==> config.mk <==
export PLATFORM = sky130hd
export DESIGN_NAME = bcd_display_mux
export DESIGN_NICKNAME = d
export VERILOG_FILES = /design/src/rtl/bcd_display_mux.sv
export SDC_FILE = /design/constraint.sdc
export NUM_CORES = 1
export LEC_CHECK = 0
export ABC_CLOCK_PERIOD_IN_PS = 8650
export CAP_MARGIN = 20
export CORE_AREA = 2 2 77 79
export DETAILED_ROUTE_END_ITERATION = 6
export DIE_AREA = 0 0 79 81
export PLACE_DENSITY_LB_ADDON = 0.12
export SYNTH_ARGS = -nofsm -noshare
export SYNTH_HDL_FRONTEND = slang
export SYNTH_SLANG_ARGS = --single-unit
==> constraint.sdc <==
create_clock -name clk -period 8.65 [get_ports clk]
set_input_delay 1.2975 -clock clk [delete_from_list [all_inputs] [get_ports clk]]
set_output_delay 1.2975 -clock clk [all_outputs]
set_load 0.02 [all_outputs]
==> src/rtl/bcd_display_mux.sv <==
// Two-digit multiplexed 7-segment driver for a packed BCD value, with a blanking gap between digits.
// Optional build macro LEADING_ZERO_BLANK_EN: blank the tens digit when it is 0.
module bcd_display_mux #(
    parameter int REFRESH_DIV  = 1000,
    parameter int BLANK_CYCLES = 16
) (
    input  logic       clk,
    input  logic       rst_n,
    input  logic       ena,
    input  logic [7:0] bcd_in,
    output logic [6:0] seg,
    output logic [1:0] dig_en,
    output logic       err
);

    localparam logic [15:0] SHOW_LAST = 16'(REFRESH_DIV - 1);
    localparam logic [15:0] GAP_LAST  = 16'(BLANK_CYCLES - 1);

    typedef enum logic [2:0] {
        IDLE  = 3'd0,
        SHOW0 = 3'd1,
        GAP0  = 3'd2,
        SHOW1 = 3'd3,
        GAP1  = 3'd4
    } state_t;

    state_t      state, state_nxt;
    logic [15:0] cnt, cnt_nxt;
    logic [3:0]  units_q, units_nxt;
    logic [3:0]  tens_q, tens_nxt;
    logic [6:0]  seg_q, seg_nxt;
    logic [1:0]  dig_en_q, dig_en_nxt;
    logic        err_q, err_nxt;

    function automatic logic [6:0] seg_decode(input logic [3:0] n);
        case (n)
            4'd0:    seg_decode = 7'h3F;
            4'd1:    seg_decode = 7'h06;
            4'd2:    seg_decode = 7'h5B;
            4'd3:    seg_decode = 7'h4F;
            4'd4:    seg_decode = 7'h66;
            4'd5:    seg_decode = 7'h6D;
            4'd6:    seg_decode = 7'h7D;
            4'd7:    seg_decode = 7'h07;
            4'd8:    seg_decode = 7'h7F;
            4'd9:    seg_decode = 7'h6F;
            default: seg_decode = 7'h40;
        endcase
    endfunction

    // Next state, phase counter and digit captures. Captures happen only on
    // the transition into a SHOW state, so mid-phase input changes are ignored.
    always_comb begin
        state_nxt = state;
        cnt_nxt   = cnt + 16'd1;
        units_nxt = units_q;
        tens_nxt  = tens_q;
        if (!ena) begin
            state_nxt = IDLE;
            cnt_nxt   = 16'd0;
        end else begin
            case (state)
                IDLE: begin
                    state_nxt = SHOW0;
                    cnt_nxt   = 16'd0;
                    units_nxt = bcd_in[3:0];
                end
                SHOW0: begin
                    if (cnt == SHOW_LAST) begin
                        state_nxt = GAP0;
                        cnt_nxt   = 16'd0;
                    end
                end
                GAP0: begin
                    if (cnt == GAP_LAST) begin
                        state_nxt = SHOW1;
                        cnt_nxt   = 16'd0;
                        tens_nxt  = bcd_in[7:4];
                    end
                end
                SHOW1: begin
                    if (cnt == SHOW_LAST) begin
                        state_nxt = GAP1;
                        cnt_nxt   = 16'd0;
                    end
                end
                GAP1: begin
                    if (cnt == GAP_LAST) begin
                        state_nxt = SHOW0;
                        cnt_nxt   = 16'd0;
                        units_nxt = bcd_in[3:0];
                    end
                end
                default: begin
                    state_nxt = IDLE;
                    cnt_nxt   = 16'd0;
                end
            endcase
        end
    end

    // Outputs are derived from the next state so the registered pins line up
    // with the state register; dig_en and seg always switch on the same edge.
    always_comb begin
        seg_nxt    = 7'h00;
        dig_en_nxt = 2'b00;
        case (state_nxt)
            SHOW0: begin
                dig_en_nxt = 2'b01;
                seg_nxt    = seg_decode(units_nxt);
            end
            SHOW1: begin
`ifdef LEADING_ZERO_BLANK_EN
                if (tens_nxt != 4'd0) begin
                    dig_en_nxt = 2'b10;
                    seg_nxt    = seg_decode(tens_nxt);
                end
`else
                dig_en_nxt = 2'b10;
                seg_nxt    = seg_decode(tens_nxt);
`endif
            end
            default: begin
                seg_nxt    = 7'h00;
                dig_en_nxt = 2'b00;
            end
        endcase
    end

    // Checking the held captures gives the one-cycle-after-capture latency.
    always_comb begin
        err_nxt = err_q | (units_q > 4'd9) | (tens_q > 4'd9);
    end

    always_ff @(posedge clk or negedge rst_n) begin
        if (!rst_n) begin
            state    <= IDLE;
            cnt      <= 16'd0;
            units_q  <= 4'd0;
            tens_q   <= 4'd0;
            seg_q    <= 7'h00;
            dig_en_q <= 2'b00;
            err_q    <= 1'b0;
        end else begin
            state    <= state_nxt;
            cnt      <= cnt_nxt;
            units_q  <= units_nxt;
            tens_q   <= tens_nxt;
            seg_q    <= seg_nxt;
            dig_en_q <= dig_en_nxt;
            err_q    <= err_nxt;
        end
    end

    assign seg    = seg_q;
    assign dig_en = dig_en_q;
    assign err    = err_q;

endmodule

# Word-level counts from Yosys, hierarchy flattened
# Memories as Yosys holds them, arrays and structs flattened.
# Cells that the tools add are included.
# word_totals
rom_bits,224
elab_cells,43
mem_count,2
output_inout_bits,10
regBits,37
input_bits,11
# classes
n_eq_ne,8
n_reduce_logical,3
n_lt_le_gt_ge,2
n_mux,18
bitwise_logic,2
add_sub_neg,1
# memory_table
name,words,word_bits,read_ports,rd_ports_with_merged_regs,write_ports,line_no,source
(no name shown),16,7,1,0,0,36,case (n)
(no name shown),16,7,1,0,0,36,
# op_table
op,count
$mux W16,3
$pmux W16 S2,1
$mux W4,5
$add A16 B1 Y16 const B,1
$eq A16 B10 Y1 const B,1
$eq A16 B4 Y1 const B,1
$mux W3,5
$pmux W3 S5,1
$pmux W7 S2,1
$eq A3 B2 Y1 const B,3
$gt A4 B4 Y1 const B,2
$pmux W4 S2,1
$eq A3 B1 Y1 const B,2
$pmux W2 S2,1
$reduce_or A2 Y1,2
$eq A3 B3 Y1 const B,1
$logic_not A3 Y1,1
$or A1 B1 Y1,2

# Depth between registers and ports, before layout
# Gate-level depths: netlist of the first run.
# depth
depth_word,6
ltp_mapped,12

# Worst setup path after synthesis of the first run
# Ideal clock, no wire load.
# synth_path
kind,register to register
startpoint,register cnt[0]
endpoint,register seg_q[0] (netlist: seg[0])
required_time_ns,8.560
path_stages_with_launch,11
slack_ns,5.596
t_arrival_ns,2.964
n_path_buf,1
path_cell_list,dfrtp_1 > ha_1 > or4b_1 > or4_4 > or3_4 > buf_6 > mux2i_1 > inv_1 > ha_1 > a21bo_2 > o221ai_1
# synth_via
elab_chain_cells,6
word_cells_on_any_way,19
classes_between,4 x eq/ne; 13 x mux; 2 x memory
# synth_rtl
item,line_no,source
start: declaration,28,"logic [15:0] cnt, cnt_nxt;"
start signal: assignment,146,cnt <= cnt_nxt;
$eq A16 B4 Y1,75,if (cnt == GAP_LAST) begin
$mux W4,75,
$mux W4,62,case (state)
$mux W4,58,if (!ena) begin
net tens_nxt[0],30,"logic [3:0] tens_q, tens_nxt;"
$mem_v2 Z16 W7,--,
$pmux W7 S2,107,case (state_nxt)
net seg_nxt[0],31,"logic [6:0] seg_q, seg_nxt;"
end signal: assignment,149,seg_q <= seg_nxt;
end: declaration,31,
# The timed path passes the listed nets, and every way through them passes these cells.

# Final worst setup path of the first run
# layout_path
startpoint,input ena
endpoint,register seg_q[2] (netlist: seg[2])
# layout_via
elab_chain_cells,3
word_cells_on_any_way,8
classes_between,2 x eq/ne; 4 x mux; 2 x memory
# layout_rtl
item,line_no,source
start: declaration,9,"input logic ena,"
$mux W4,58,
net units_nxt[0],29,"logic [3:0] units_q, units_nxt;"
$mem_v2 Z16 W7,--,
$pmux W7 S2,107,
net seg_nxt[2],31,
# The timed path passes the listed nets, and every way through them passes these cells.

==> flow_metrics.py, run 1 <==
metrics = {
    "run_status": {
        "outcome": "completed",
    },
    "timing": {
        "rsz0062_at_grt": "false",
        "fin_setup_tns_ps": 0,
        "finalCritPeriodShare": 0.443,
        "period_minus_slack_ps": 3830,
        "final_hold_viol_count": 0,
        "tightest_slew_ps": 847,
        "slew_headroom": 0.435,
        "fin_skew_ps": 8.90,
        "setup_viol": 0,
        "maxSlewViolCount": 0,
        "fin_ws_ps": 4820,
        "fmax_mhz": 261,
    },
    "global_routing": {
        "grt_usage": 0.165,
        "grt_pass1_vias": 1657,
        "overflow": 0,
        "grt_pass1_wl_mm": 8.20,
        "grt_start_max_net_pins": 38,
        "antenna_found_initial": 0,
    },
    "finish": {
        "final_nets": 271,
        "fin_area_um2": 2530,
        "antenna_cells": 0,
        "drive_gt1_frac": 0.0751,
        "area_growth_pct": 14.1,
    },
    "logic_synthesis": {
        "synth_warnings": 0,
        "ys_types": 53,
        "yosysMostFrequentCell": "dfrtp_1",
        "synth.cell_area_um2": 2220,
        "yosysTopAreaCell": "dfrtp_1",
        "synth_flop_cell": "dfrtp_1",
        "synth.top_cells.by_count": "dfrtp_1 (37), nor2_1 (29), inv_1 (18), nand2_1 (16), xor2_1 (11)",
        "yosys.area.top_type_share": 0.418,
        "synth_nets": 254,
        "syn_avg_cell_area_um2": 9.43,
        "yosys_register_bits": 37,
        "synth.area.top_cells": "dfrtp_1 (42%), nor2_1 (4.9%), ha_1 (4.5%)",
        "synth_edf_count": 0,
        "ys_async_sr_fraction": 1.00,
        "synth_seq_area_share": 0.418,
        "syn-instance-count": 235,
    },
    "power_and_ir_drop": {
        "intPower_uw": 272,
        "p_per_area_nw_per_um2": 150,
        "p_sw_uw": 106,
        "pwr-share-comb": 0.190,
        "swShare": 0.280,
        "p_seq_frac": 0.509,
        "leakagePower_uw": 0.00110,
        "pwr-share-clk": 0.301,
        "ir_worst_vdd_uv": 68.5,
    },
    "route": {
        "routed_wl_mm": 4.71,
        "ant_nets": 0,
        "drc": 0,
        "vias": 1708,
        "drtIter0Drc": 117,
        "vias_per_cell": 5.21,
        "drt_pass1_iterations": 4,
        "drt-wirelength-per-cell_um": 14.4,
    },
    "floorplan": {
        "die_x_um": 79,
        "fp.dieH_um": 81,
        "num_rows": 28,
        "initial_utilization": 0.390,
        "die-area_um2": 6400,
        "core-area_um2": 5680,
        "pin_count": 21,
    },
    "min_path": {
        "hp-class": "reg -> reg",
        "hp-start": "err",
        "hold_end": "err",
        "hold_depth": 1,
    },
    "worst_setup_path": {
        "critPathArrivalTime_ps": 3980,
        "crit_slowest_cell": "and2_1",
        "r2r_setup_slack_ps": 5010,
        "rr_worst_depth": 10,
        "worstPathRequired_ps": 8810,
        "cp_cell_sequence": "clkdlybuf4s50_1, nor3b_1, and2_1, mux2_2, inv_1, ha_1, o211ai_1, a211oi_1, o22ai_1",
        "cp-start-kind": "primary input",
        "reg2reg_from": "cnt[0]",
        "cp-end-kind": "register",
        "r2r-end": "seg[2]",
        "worst_path_largest_cell_delay_ps": 640,
        "crit_path_max_fanout": 21,
        "setup.worst_path.class": "in -> reg",
    },
    "clock_network": {
        "clk_path_buf_depth": 2,
        "post_cts_buffers": 0,
        "clk_latency_ps": 280,
        "cts_buffers": 5,
        "clock_sinks": 37,
        "cts_tree": "done",
        "cts_root_buf": "clkbuf_8",
        "cts-resized-gates": 0,
        "cts-hold-fix-buffers": 0,
        "clk_transition_reported_paths_ps": 70,
        "htree_levels": 2,
    },
    "placed_design": {
        "place_ws_ps": 4580,
        "post-dp-hpwl_mm": 3.46,
        "numPortBuffers": 20,
        "gp_congestion": 0.865,
        "dpl_cell_area_um2": 2450,
    },
    "flow_run": {
        "max_cap_viol_count": 0,
    },
}
power by group through the flow:
stage,clock network (µW),logic [µW],registers [µW]
2_1_floorplan,0,36.6,200
5_1_grt,127,80.1,194
3_3_place_gp,0,72.6,196
4_1_cts,119,72.5,192
3_5_place_dp,0,72.1,196
6_report,114,72.0,192
layout make-up:
type                       instances  area (µm²)
clock buffer                       8        80.1
inverter                          18        67.6
sequential                        37         926
tap                               75        93.8
timing repair buffer              20         195
fill                             576        3150
multi-input combinational        170        1170
worst max path at each step:
stage / startpoint / to / slack (ps) / depth (start not counted)
3_3_place_gp: ena / seg[2] / 4660 / 9
2_1_floorplan: cnt[0] / seg[0] / 5600 / 10
4_1_cts: ena / seg[2] / 4870 / 9
5_1_grt: ena / seg[2] / 4650 / 9
6_report: ena / seg[2] / 4820 / 9
3_5_place_dp: ena / seg[2] / 4580 / 9
layout by cell type, fill, tap and decap left out, types with 3 or more instances in the layout:
cell type and n:
a211oi_1 4, a21oi_1 7, and2_1 4, and3_1 3, clkbuf_1 3, clkbuf_8 5, clkdlybuf4s50_1 19, dfrtp_1 37
ha_1 8, inv_1 18, mux2i_1 6, nand2_1 16, nand3_1 8, nand3b_1 6, nand4_1 4, nor2_1 29
o211ai_1 3, o21ai_0 8, o221ai_1 3, o22ai_1 3, xnor2_1 5, xor2_1 11
state kept, by name (all words and copies together) (netlist names):
register and cells:
seg 7, tens_q 4, err 1, units_q 4
dig_en 2, state 3, cnt 16
stage by stage:
| stage | std cells | hold slack [ps] | total power [µW] | utilization |
|---|---|---|---|---|
| floorplan | 235 | 455 | 236 | - |
| global placement | 320 | 482 | 269 | 0.431 |
| detailed placement | 320 | 477 | 268 | 0.431 |
| CTS | 328 | 497 | 384 | 0.446 |
| global route | 328 | 522 | 401 | 0.446 |
| finish | 328 | 484 | 378 | 0.446 |
logic make-up (layout without fill, tap and decap cells):
family,Yosys count,in the layout,share of synthesized area
AOI/OAI and AO/OA,43,43,0.134
xor gates and xnor gates,16,16,0.0632
adders and majority gates,9,9,0.0497
buffers and inverters,28,46,0.0559
DFF,37,37,0.418
muxes,9,9,0.0435
and+or+nand+nor,93,93,0.235
worst max-delay path, delay by kind of cell:
family,cells,cell delay (ps)
buffers and inverters,2,660
AO/OA/AOI/OAI,3,440
multiplexers,1,420
AND/OR/NAND/NOR,2,1030
adder cells (fa/ha/maj),1,150
layer usage:
layer  GRT usage  vias to the layer above  share of wire
met5           0                        -              0
met4      0.0414                        0         0.0079
met3      0.0344                        4          0.034
met2       0.250                       32           0.43
met1       0.240                      812           0.53
li1            -                      860              -
Note: power is estimated with default switching activity, not from simulation.
==> run 2: changes to the inputs <==
- ABC_CLOCK_PERIOD_IN_PS: 8650 -> 3930
- clock period: 8.65 -> 3.93 ns (I/O delays scaled with it)
==> flow_metrics.py, run 2 (synthesis gave the netlist of run 1 again) <==
metrics = {
    "power_and_ir_drop": {
        "p_per_area_nw_per_um2": 329,
        "p_total_uw": 837,
        "ir_worst_vdd_uv": 141,
        "leakagePower_uw": 0.00111,
    },
    "worst_setup_path": {
        "worstPathRequired_ps": 4120,
        "cp_cell_sequence": "ha_1, or4b_1, or4_4, or3_4, mux2i_1, inv_1, ha_1, a21bo_2, o221ai_1",
        "setup.worst_path.class": "reg -> reg",
        "critPathArrivalTime_ps": 3470,
        "reg2reg_from": "cnt[0]",
        "rr_worst_depth": 9,
        "cp-end-kind": "register",
        "r2r_setup_slack_ps": 650,
        "r2r-end": "seg[0]",
        "cp-start-kind": "register",
        "crit_slowest_cell": "or4b_1",
        "cp.buffers_inverters": 1,
        "crit_path_max_fanout": 11,
        "critPathTopFamily": "simple AND/OR/NAND/NOR gates",
        "worst_path_largest_cell_delay_ps": 470,
        "cp_common_cell": "ha_1",
    },
    "clock_network": {
        "cts_buffers": 5,
        "cts_root_buf": "clkbuf_8",
        "clock_sinks": 37,
        "clk_path_buf_depth": 2,
        "clk_transition_reported_paths_ps": 70,
        "clk_latency_ps": 280,
        "post_cts_buffers": 0,
        "cts-resized-gates": 0,
        "htree_levels": 2,
        "cts-hold-fix-buffers": 0,
        "cts_tree": "done",
    },
    "floorplan": {
        "pin_count": 21,
        "initial_utilization": 0.390,
        "die-area_um2": 6400,
        "die_x_um": 79,
        "core-area_um2": 5680,
        "num_rows": 28,
        "fp.dieH_um": 81,
    },
    "global_routing": {
        "overflow": 0,
        "antenna_found_initial": 0,
        "grt_start_max_net_pins": 38,
        "met3_usage": 0.0389,
        "met1_usage": 0.233,
        "grt_usage": 0.160,
        "use_met2": 0.234,
        "grt_pass1_wl_mm": 7.96,
        "busiest_layer": "met2",
        "grt_pass1_vias": 1584,
    },
    "finish": {
        "largest-register": "cnt",
        "final_nets": 273,
        "register_area_um2": 926,
        "multi_input_area_um2": 1170,
        "fin_cells": 330,
        "antenna_cells": 0,
        "layout_commonest_cell": "dfrtp_1",
        "drive_gt1_frac": 0.0902,
        "layout_common_cells": "dfrtp_1 (37), nor2_1 (29), clkdlybuf4s50_1 (19), inv_1 (18), nand2_1 (16)",
        "largest_reg_flops": 16,
        "fillers": 589,
        "final_util": 0.449,
        "area_growth_pct": 14.9,
    },
    "flow_run": {
        "max_cap_viol_count": 0,
    },
    "timing": {
        "finalCritPeriodShare": 0.833,
        "fin_skew_ps": 6.59,
        "fmax_mhz": 305,
        "setup_viol": 0,
        "final_hold_viol_count": 0,
        "maxSlewViolCount": 0,
        "fin_setup_tns_ps": 0,
        "slew_headroom": 0.431,
        "period_minus_slack_ps": 3280,
        "rsz0062_at_grt": "false",
        "tightest_slew_ps": 853,
    },
    "route": {
        "drt-wirelength-per-cell_um": 14.3,
        "vias_per_cell": 5.22,
        "vias": 1721,
        "ant_nets": 0,
        "routed_wl_mm": 4.73,
        "drt_pass1_iterations": 4,
        "drc": 0,
        "drtIter0Drc": 158,
    },
    "run_status": {
        "outcome": "completed",
    },
    "placed_design": {
        "gp_congestion": 0.817,
        "dp_cells": 322,
        "post-dp-hpwl_mm": 3.45,
        "numPortBuffers": 20,
    },
    "min_path": {
        "hp-class": "in -> async",
    },
}
[run 2: per-layer routing]
| layer | wire length [µm] | vias up | share of wire |
|---|---|---|---|
| met3 | 192 | 9 | 0.041 |
| met4 | 77 | 0 | 0.016 |
| li1 | - | 866 | - |
| met2 | 2050 | 36 | 0.43 |
| met1 | 2410 | 810 | 0.51 |
| met5 | 0 | - | 0 |
[run 2: report_power, final]
part	internal (µW)	total (µW)	switching, µW
logic	71.3	162	90.2
clock network	123	253	131
registers	403	422	19.1
total	597	837	240
[run 2: worst max path at each step]
stage               startpoint      to  depth (start not counted)
detailed placement      cnt[0]  seg[0]                          9
floorplan               cnt[0]  seg[0]                         10
CTS                     cnt[0]  seg[3]                          9
finish                  cnt[0]  seg[0]                          9
global route            cnt[0]  seg[0]                          9
global placement        cnt[0]  seg[0]                          9
[run 2: cell type report]
type / instances / area share
tap: 75 / 0.0369
clock buffer: 6 / 0.0285
timing repair buffer: 22 / 0.0826
multi-input combinational: 170 / 0.458
inverter: 18 / 0.0265
sequential: 37 / 0.364
clock inverter: 2 / 0.00393
[run 2: stage by stage]
step                      area (µm²)  worst slack [ps]  hold WS, ps
after floorplan                 2220               876          294
after global placement          2460               793          467
after detailed placement        2460               693          481
after CTS                       2550               661          430
after global routing            2550               509          462
final                           2550               655          410
